<file path="src/rtl/root_uplink_arbiter_pkg.sv">
// Shared constants and width helpers for the uplink/downlink arbitration blocks.
package root_uplink_arbiter_pkg;

    localparam int CHANNEL_WIDTH_DEFAULT = 64;

    // Index width for n items; a single item still needs one bit to carry a port.
    function automatic int idx_width(input int n);
        return (n > 1) ? $clog2(n) : 1;
    endfunction

endpackage

</file>
<file path="src/rtl/rr_pick_next.sv">
// Rotate-priority encoder: first asserted request at or after start, wrapping.
module rr_pick_next
    import root_uplink_arbiter_pkg::*;
#(
    parameter int N = 4,
    parameter int W = idx_width(N)
) (
    input  logic [N-1:0] req,
    input  logic [W-1:0] start,
    output logic [W-1:0] idx,
    output logic         any
);

    logic [W:0] w_pos;

    // Scan from the far end toward start so the nearest hit is written last.
    always_comb begin
        idx   = '0;
        any   = 1'b0;
        w_pos = '0;
        for (int k = N - 1; k >= 0; k--) begin
            w_pos = {1'b0, start} + (W + 1)'(k);
            if (w_pos >= (W + 1)'(N)) begin
                w_pos = w_pos - (W + 1)'(N);
            end
            if (req[w_pos]) begin
                idx = w_pos[W-1:0];
                any = 1'b1;
            end
        end
    end

endmodule

</file>
<file path="src/rtl/root_uplink_arbiter.sv">
// Round-robin merge of NUM_SOURCES ready/valid uplinks into one registered
// output, holding a grant for up to MAX_BURST consecutive words.
module root_uplink_arbiter
    import root_uplink_arbiter_pkg::*;
#(
    parameter int NUM_SOURCES   = 4,
    parameter int CHANNEL_WIDTH = CHANNEL_WIDTH_DEFAULT,
    parameter int MAX_BURST     = 4,
    parameter int SRC_WIDTH     = idx_width(NUM_SOURCES)
) (
    input  logic                                 clk,
    input  logic                                 reset,
    input  logic [CHANNEL_WIDTH*NUM_SOURCES-1:0] in_data,
    input  logic [NUM_SOURCES-1:0]               in_valid,
    output logic [NUM_SOURCES-1:0]               in_ready,
    output logic [CHANNEL_WIDTH-1:0]             out_data,
    output logic [SRC_WIDTH-1:0]                 out_src,
    output logic                                 out_valid,
    input  logic                                 out_ready,
    output logic [SRC_WIDTH-1:0]                 busy_grant
);

    localparam int CNT_WIDTH = $clog2(MAX_BURST + 1);

    logic [SRC_WIDTH-1:0]     r_g;
    logic [CNT_WIDTH-1:0]     r_cnt;
    logic                     r_lock;
    logic [CHANNEL_WIDTH-1:0] r_out_data;
    logic [SRC_WIDTH-1:0]     r_out_src;
    logic                     r_out_valid;

    logic [SRC_WIDTH-1:0]     w_start;
    logic [SRC_WIDTH-1:0]     w_pick;
    logic                     w_pick_any;
    logic [SRC_WIDTH-1:0]     w_sel;
    logic                     w_hold;
    logic                     w_slot_free;
    logic                     w_accept;
    logic [CNT_WIDTH-1:0]     w_cnt_next;

    // Search begins just past the last grant so the last grantee is checked last.
    assign w_start = (r_g == SRC_WIDTH'(NUM_SOURCES - 1)) ? '0 : r_g + SRC_WIDTH'(1);

    rr_pick_next #(
        .N (NUM_SOURCES),
        .W (SRC_WIDTH)
    ) u_pick (
        .req   (in_valid),
        .start (w_start),
        .idx   (w_pick),
        .any   (w_pick_any)
    );

    assign w_hold      = r_lock && in_valid[r_g];
    assign w_sel       = w_hold ? r_g : w_pick;
    assign w_slot_free = !r_out_valid || out_ready;
    assign w_accept    = w_slot_free && w_pick_any;
    assign w_cnt_next  = w_hold ? r_cnt + CNT_WIDTH'(1) : CNT_WIDTH'(1);

    generate
        for (genvar gi = 0; gi < NUM_SOURCES; gi++) begin : g_ready
            assign in_ready[gi] = w_accept && !reset && (w_sel == SRC_WIDTH'(gi));
        end
    endgenerate

    always_ff @(posedge clk or posedge reset) begin
        if (reset) begin
            r_out_valid <= 1'b0;
            r_out_data  <= '0;
            r_out_src   <= '0;
            r_g         <= SRC_WIDTH'(NUM_SOURCES - 1);
            r_cnt       <= '0;
            r_lock      <= 1'b0;
        end else if (w_accept) begin
            r_out_data  <= in_data[CHANNEL_WIDTH*w_sel +: CHANNEL_WIDTH];
            r_out_src   <= w_sel;
            r_out_valid <= 1'b1;
            r_g         <= w_sel;
            r_cnt       <= w_cnt_next;
            r_lock      <= (w_cnt_next < CNT_WIDTH'(MAX_BURST));
        end else if (w_slot_free) begin
            // Slot free but nothing valid: drain the register and release any lock.
            r_out_valid <= 1'b0;
            r_lock      <= 1'b0;
        end
    end

    assign out_data   = r_out_data;
    assign out_src    = r_out_src;
    assign out_valid  = r_out_valid;
    assign busy_grant = r_g;

endmodule

</file>
<file path="config.mk">
export PLATFORM = sky130hd
export DESIGN_NAME = root_uplink_arbiter
export DESIGN_NICKNAME = d
export VERILOG_FILES = /design/src/rtl/root_uplink_arbiter_pkg.sv /design/src/rtl/rr_pick_next.sv /design/src/rtl/root_uplink_arbiter.sv
export SDC_FILE = /design/constraint.sdc
export NUM_CORES = 1
export LEC_CHECK = 0
export BUFFER_PORTS_ARGS = -buffer_cell sky130_fd_sc_hd__buf_2
export CAP_MARGIN = 20
export CORE_AREA = 5 5 126 128
export CTS_CLUSTER_SIZE = 30
export DETAILED_ROUTE_END_ITERATION = 16
export DIE_AREA = 0 0 131 133
export MAX_ROUTING_LAYER = met4
export PLACE_DENSITY = 0.75
export SYNTH_ARGS = -nofsm -noshare
export SYNTH_HDL_FRONTEND = slang
export SYNTH_SLANG_ARGS = --single-unit
</file>
<file path="constraint.sdc">
create_clock -name clk -period 4.83 [get_ports clk]
set_input_delay 1.449 -clock clk [delete_from_list [all_inputs] [get_ports clk]]
set_output_delay 1.449 -clock clk [all_outputs]
set_load 0.02 [all_outputs]
</file>
==> results by stage, run 1 <==
Outcome:
- The run finished with clean final reports.

Timing:
- Summed over all failing endpoints, the final setup total negative slack is 0 ns.
- The maximum clock skew at final layout is 0.00524 ns.
- At the pin with the least slew margin, the transition time is ~1.1 ns.
- The total count of hold-check failures in the final report is 0.
- The count of final setup violators is 0.
- Hold is met by 0.471 ns.
- The number of pins with negative max-slew slack in the final report is 0.
- Setup repair after global routing left no endpoint under its margin.
- For this run, the top clock speed supported by timing is 0.216 GHz.
- The relative slew slack is 0.293.
- In the finished design, the share of the clock period the worst path needs comes to 0.957.
- Subtracting the final worst setup slack from the clock period gives 4.62 ns.

Worst setup path:
- The data required time of the critical path is 3.38 ns.
- The critical path starts at in_valid[2].
- The largest single stage delay on the critical path is 0.35 ns.
- The largest individual stage delay along the critical path comes from the cell or3_4.
- The endpoint of the lowest-slack register-to-register path is out_data[56].
- The startpoint class of the critical path is a primary input.
- The peak fanout along the critical path is 6.
- The worst setup path is captured at an output port.
- The critical path's most frequent cell is buf_2.
- The arrival time reported for the critical path endpoint is between 3 and 4 ns.
- Traced cell by cell, the critical path runs through buf_2 > mux2_2 > a32o_1 > or3_4 > and2_1 > nor4_1 > buf_2.
- The critical path class is primary input to output port.
- The register-to-register setup slack is 1.12 ns.
- The endpoint of the most critical setup path is in_ready[3].
- The worst-case reg-to-reg path depth is 8.
- The startpoint of the most critical register-to-register path is busy_grant[1].

Detailed routing:
- For this block, the via count after detailed routing is roughly 6000.
- The average wire per cell in the routed design is approximately 19 microns.
- In the routed layout, each cell is associated on average with a via count of 5.62.
- For this block, the routed nets add up to 20.2 mm of wire.
- The remaining number of nets flagged by the antenna check after routing is 0.
- The pre-antenna-repair detailed-routing pass consisted of 5 iterations.
- The count of unresolved DRC violations after routing is 0.
- The number of DRC markers after the initial detailed-route iteration is between 400 and 500.

Global routing:
- The initial antenna violation count is 0.
- The layer with the highest usage after global routing is met2.
- The pin count of the biggest net entering global routing is 129.
- The first-pass GRT wire length is 30.8 mm.
- In the global route stage, met2 resource usage came out at 0.376.
- The number of global-route vias before repair is 5925.
- Summed over all layers, the global routing overflow is 0.
- For met3 alone, demand over resource in global routing was 0.0468.
- For this run, global-route usage on met1 was measured as 0.279.
- The global router's overall resource usage is 0.229.

Power and ir drop:
- The net switching share of the total power is 0.511.
- The internal power of the cells totals 0.00275 W.
- Of the total power, the clock network draws 0.122.
- The switching power total is 0.00287 W.
- The register share of total power is 0.194.
- Dividing total power by cell area gives a power density of 705 nW/um^2.
- IR analysis of the VDD net gives a maximum drop of 0.000671 V.
- The reported leakage power is 3.60 nW.
- The part of the total power dissipated in combinational logic is 0.683.

Synthesis:
- Yosys printed 0 warnings.
- Dividing the synthesized area by the synthesized cell count gives between 10 and 15 sq um.
- The net count after synthesis is 848.
- The mapped netlist covers around 6000 sq um.
- The distinct cell type count after synthesis is 38.
- The register bit count reported by yosys is 73.
- For this run, the register share of the synthesized area comes to 0.302.
- The share of synthesized area in the top cell type comes to 0.294.
- Sorting the synthesized cells by area gives the leading types as dfrtp_1 29%, a221oi_2 25%, and2_1 13%, o31ai_1 5.1%, o31ai_2 5.0%.
- The post-synthesis cell count is a little under 600.
- The top cell type by total area after synthesis is dfrtp_1.

Clock network:
- Counting every sink on the clock net gives 73.
- The post-cts sizing count is 0.
- The clock tree from TritonCTS is yes.
- For the worst-skew pair, the clock arrives at the later sink with an insertion delay of 0.33 ns.
- The cell sitting at the root of the clock tree is a clkbuf_16.
- Clock-pin slew was measured on the worst setup and hold paths at 0.05 ns.
- The number of buffers on the longest clock path is 2.
- The number of buffers inserted by post-CTS setup repair is 0.
- After clock tree synthesis, the flow added hold-fix buffers numbering 0.
- CTS built an H-tree with a depth of 3.
- The number of buffers added by the clock tree synthesis step is 9.

Layout:
- For this run, the share of the core covered by cells in the final layout is 0.539.
- The most common cell after layout, fill and taps aside is buf_2.
- The final net count is around 1100.
- In the final layout, flip-flops and latches occupy 1830 sq um.
- The multi-input gate area in the final layout is 3800 sq um.
- The number of fill cells is 1347.
- Of the cells placed in the final design, the portion with a size suffix greater than 1 is 0.566.
- Leaving out fill and tap cells, the most frequent cells in the layout are 335 x buf_2, 129 x and2_1, 100 x a221oi_2.
- The signed area change from the synthesized netlist to the final layout is 31.5%.

Floorplan:
- After floorplanning, the core was divided into 45 placement rows.
- The area of the core is 14800 sq um.
- The horizontal die dimension is 131 microns.
- The initial utilization of the core area, before any placement, comes to 0.410.
- The height of the die is 133 microns.
- around 340 I/O pins were placed.
- The total die area is 17400 sq um.

Flow run:
- The number of maximum-capacitance violations is 0.

Placement:
- During placement, the flow inserted port buffers numbering 335.
- The global placement routability congestion is around 0.94.
- The HPWL after detailed placement is approximately 14 mm.

Hold path:
- The worst hold path begins at out_data[35].
- The tightest min-delay check is of the flop to flop type.
cell usage after synthesis, drive strengths merged:
library cell  number
and2             129
a221oi           128
dfrtp             71
nand2             71
o31ai             65
buf               39
clkbuf            32
o21ai              7
nor4               5
mux2               4
nand2b             4
nor2               4
dfstp              2
ha                 2
inv                2
mux2i              2
nor2b              2
a21o               1
a21oi              1
a311oi             1
a32o               1
nand3              1
nor3b              1
o2bb2ai            1
o31a               1
o32a               1
o41ai              1
or2                1
or3                1
or3b               1
xor2               1
worst max-delay path: cells and delay by family:
family	cells	cell delay [ns]
buffers and inverters	2	0.36
and+or+nand+nor	3	0.82
muxes	1	0.29
AOI/OAI and AO/OA	1	0.26
how the worst min path moves through the flow:
stage | end | slack [ns] | depth (start not counted)
3_3_place_gp | out_data[31] | 0.46 | 2
2_1_floorplan | r_cnt[0] | 0.45 | 1
3_5_place_dp | out_data[17] | 0.46 | 2
5_1_grt | out_data[2] | 0.49 | 2
4_1_cts | out_data[17] | 0.47 | 2
6_report | out_data[35] | 0.47 | 2
registers in the layout (all words and copies together), names as in the netlist:
name	cells
out_data	64
r_cnt	3
busy_grant	2
out_src	2
out_valid	1
r_lock	1
power groups by stage:
stage / registers [W] / logic, W / clock network [W]
detailed placement: 0.00110 / 0.00385 / 0
global placement: 0.00109 / 0.00382 / 0
global route: 0.00113 / 0.00414 / 0.000732
CTS: 0.00109 / 0.00386 / 0.000706
floorplan: 0.00144 / 0.00277 / 0
finish: 0.00109 / 0.00384 / 0.000686
through the flow:
step	std cells	power [W]	area, sq um	setup WS (ns)
global placement	1047	0.00491	7650	0.240
CTS	1063	0.00565	7960	0.220
global route	1063	0.00600	7960	0.105
floorplan	583	0.00421	6050	0.0801
detailed placement	1047	0.00495	7650	0.228
finish	1064	0.00561	7960	0.206
cell families (layout without fill, tap and decap cells):
| logic type | Yosys count | after routing | synth area share |
|---|---|---|---|
| and+or+nand+nor | 220 | 220 | 0.198 |
| AOI/OAI and AO/OA | 208 | 208 | 0.408 |
| DFF | 73 | 73 | 0.302 |
| buffers and inverters | 73 | 365 | 0.0757 |
| muxes | 6 | 6 | 0.0107 |
| adders and majority gates | 2 | 2 | 0.00413 |
| xor gates and xnor gates | 1 | 1 | 0.00145 |
| other | 0 | 1 | 0 |
routing by layer:
metal	routed length, microns	part of all wire	vias to the layer above
met2	9970	0.49	276
met1	8100	0.40	2810
met4	444	0.022	0
met5	0	0	-
li1	-	-	2848
met3	1710	0.085	41
cell type report:
cell class / count / share of cell area
repair buffers: 347 / 0.224
well taps: 188 / 0.0296
flip-flops and latches: 73 / 0.230
diodes: 1 / 0.000314
inverters: 2 / 0.00110
multi-input cells: 437 / 0.478
clock buffers: 13 / 0.0327
clock inverters: 3 / 0.00503
Power figures use the tool's default switching activity.
==> run 2, diff against run 1 <==
Settings changed: REMOVE_ABC_BUFFERS set to 1.
==> results by stage, run 2 (synthesis gave the netlist of run 1 again) <==
Worst setup path:
- The endpoint class of the critical path is an output port (unchanged).
- The startpoint class of the critical path is a primary input (unchanged).
- The critical path class is primary input to output port (unchanged).
- The arrival time reported for the critical path endpoint was 3.17 ns (about the same).
- The peak fanout along the critical path is 6 (unchanged).
- The register-to-register setup slack is 0.95 ns (was 1.12 ns).
- The worst-case reg-to-reg path depth is 8 (unchanged).
- The startpoint of the most critical register-to-register path is busy_grant[1] (unchanged).
- The data required time of the critical path is 3.38 ns (about the same).
- The endpoint of the lowest-slack register-to-register path is out_data[15] (was out_data[56]).
- The launching element of the worst setup path is in_valid[2] (unchanged).
- The endpoint of the most critical setup path is in_ready[3] (unchanged).

Global routing:
- The first-pass GRT wire length is 29.9 mm (was 30.8 mm).
- The initial antenna violation count is 0 (unchanged).
- The aggregate global routing overflow is 0 (unchanged).
- The pin count of the biggest net entering global routing is 119 (was 129).
- The global router's overall resource usage came to 0.221 (was 0.229).
- The number of global-route vias before repair came to 5914 (was 5925).

Clock network:
- The clock-pin slew reported for the worst setup and hold paths after clock tree synthesis is 0.05 ns (about the same).
- The root buffer cell was clkbuf_16 (unchanged).
- The number of buffers inserted by post-CTS setup repair came to 0 (unchanged).
- The post-cts sizing count came to 0 (unchanged).
- The number of sinks on the clock net came to 73 (unchanged).
- The number of buffers on the longest clock path is 2 (unchanged).
- The number of buffers added by the clock tree synthesis step came to 9 (unchanged).
- The maximum level of the CTS H-tree is 3 (unchanged).
- The clock tree from TritonCTS was yes (unchanged).
- The hold-fix buffer count after cts is 0 (unchanged).
- The clock latency reported for the late side of the worst-skew pair was 0.33 ns (about the same).

Layout:
- The number of fill cells is 1398 (was 1347).
- The number of standard cells in the layout, taps in and fillers out is 1066 (was 1064).
- The flip-flop count of the largest register after layout is 64 (unchanged).
- The multi-input gate area in the final layout is 3800 sq um (unchanged).
- The final net count is 1138 (was 1135).
- The number of diodes added for antenna fixing was 0 (was 1).
- The signed area change from the synthesized netlist to the final layout is 31.9% (was 31.5%).
- The fraction of final layout cells sized beyond drive strength 1 is 0.567 (was 0.566).
- The most common cell after layout, fill and taps aside is buf_2 (unchanged).
- The area used by sequential logic in the layout is 1830 sq um (unchanged).
- Commonest non-fill, non-tap cells in the layout: 335 x buf_2, 129 x and2_1, 100 x a221oi_2 (unchanged).

Hold path:
- The path category of the worst min-delay check is flop to flop (unchanged).
- The hold path depth is 2 (unchanged).

Detailed routing:
- The remaining number of nets flagged by the antenna check after routing is 0 (unchanged).
- The number of DRC markers after the initial detailed-route iteration is 312 (was 432).
- The average wire per cell in the routed design is 18.3 microns (was 19.0 microns).
- The via total after detailed routing came to 5880 (was 5975).
- The total length of routed wires is 19.5 mm (was 20.2 mm).
- The number of iterations in the first detailed-routing pass is 4 (was 5).
- The via density per instance is 5.52 (was 5.62).
- The count of unresolved DRC violations after routing is 0 (unchanged).

Outcome:
- Status: completed (unchanged).

Floorplan:
- The starting density of the core is 0.410 (unchanged).
- The boundary pin count is 336 (unchanged).
- The area of the core was 14800 sq um (unchanged).
- The height of the die was 133 microns (unchanged).
- The total number of placement rows came to 45 (unchanged).
- The total die area is 17400 sq um (unchanged).
- The horizontal die dimension is 131 microns (unchanged).

Timing:
- The maximum achievable frequency is 0.217 GHz (was 0.216 GHz).
- Unrepaired setup endpoints after global routing: false (unchanged).
- The share of the clock period used by the worst path after layout was 0.956 (was 0.957).
- The count of final setup violators is 0 (unchanged).
- The time the final worst path needs with I/O delays and setup is 4.62 ns (about the same).
- The number of pins with negative max-slew slack in the final report came to 0 (unchanged).
- The maximum clock skew at final layout is 0.00486 ns (was 0.00524 ns).
- The actual slew at the worst max-slew pin is 1.06 ns (about the same).
- The total count of hold-check failures in the final report is 0 (unchanged).
- The final hold slack was 0.470 ns (was 0.471 ns).
- The relative slew slack is 0.292 (was 0.293).

Power and ir drop:
- The reported leakage power is 3.62 nW (was 3.60 nW).
- The peak ir drop on the vdd network is 0.000591 V (was 0.000671 V).
- The power density over cell area is 706 nW/um^2 (was 705 nW/um^2).

Flow run:
- The number of maximum-capacitance violations was 0 (unchanged).

Placement:
- The count of buffers inserted at the top-level ports came to 335 (unchanged).
- The HPWL after detailed placement came to 14.1 mm (was 14.4 mm).
- The placed cell count is 1050 (was 1047).
- The global placement routability congestion is 0.881 (was 0.935).
[run 2: report_power, final]
part           total, W  switching (W)  internal (W)
combinational   0.00386        0.00246       0.00140
sequential      0.00109       0.000165      0.000924
clock          0.000688       0.000246      0.000442
total           0.00564        0.00287       0.00276
[run 2: cell type report]
cell class | instances | share of cell area
multi-input cells | 437 | 0.476
flip-flops and latches | 73 | 0.229
repair buffers | 350 | 0.226
clock buffers | 14 | 0.0343
well taps | 188 | 0.0295
clock inverters | 2 | 0.00439
inverters | 2 | 0.00110
[run 2: worst min path at each step]
stage	start	end	slack [ns]
finish	out_data[55]	out_data[55]	0.47
global route	out_data[48]	out_data[48]	0.49
CTS	out_data[5]	out_data[5]	0.47
detailed placement	out_data[9]	out_data[9]	0.46
global placement	out_data[15]	out_data[15]	0.45
floorplan	r_cnt[0]	r_cnt[0]	0.45
[run 2: critical path, cell delays in order]
cell and delay, ns:
buf_2 0.14, mux2_2 0.29, a32o_1 0.26, or3_4 0.33, and2_1 0.21, nor4_1 0.27, buf_2 0.21
[run 2: routing by layer]
layer | track usage | vias to the layer above | wire, microns
li1 | - | 2856 | -
met1 | 0.262 | 2746 | 7800
met2 | 0.369 | 248 | 9780
met3 | 0.0428 | 30 | 1470
met4 | 0.0783 | 0 | 435
met5 | - | - | 0
[run 2: stage by stage]
stage	area [sq um]	setup TNS [ns]	worst slack (ns)	total power, W	utilization
6_report	7990	0	0.212	0.00564	0.541
5_1_grt	7990	0	0.149	0.00603	0.541
4_1_cts	7990	0	0.218	0.00569	0.541
3_5_place_dp	7680	0	0.227	0.00499	0.520
3_3_place_gp	7680	0	0.211	0.00493	0.520
2_1_floorplan	5600	-407.01	-6.92	0.00395	-
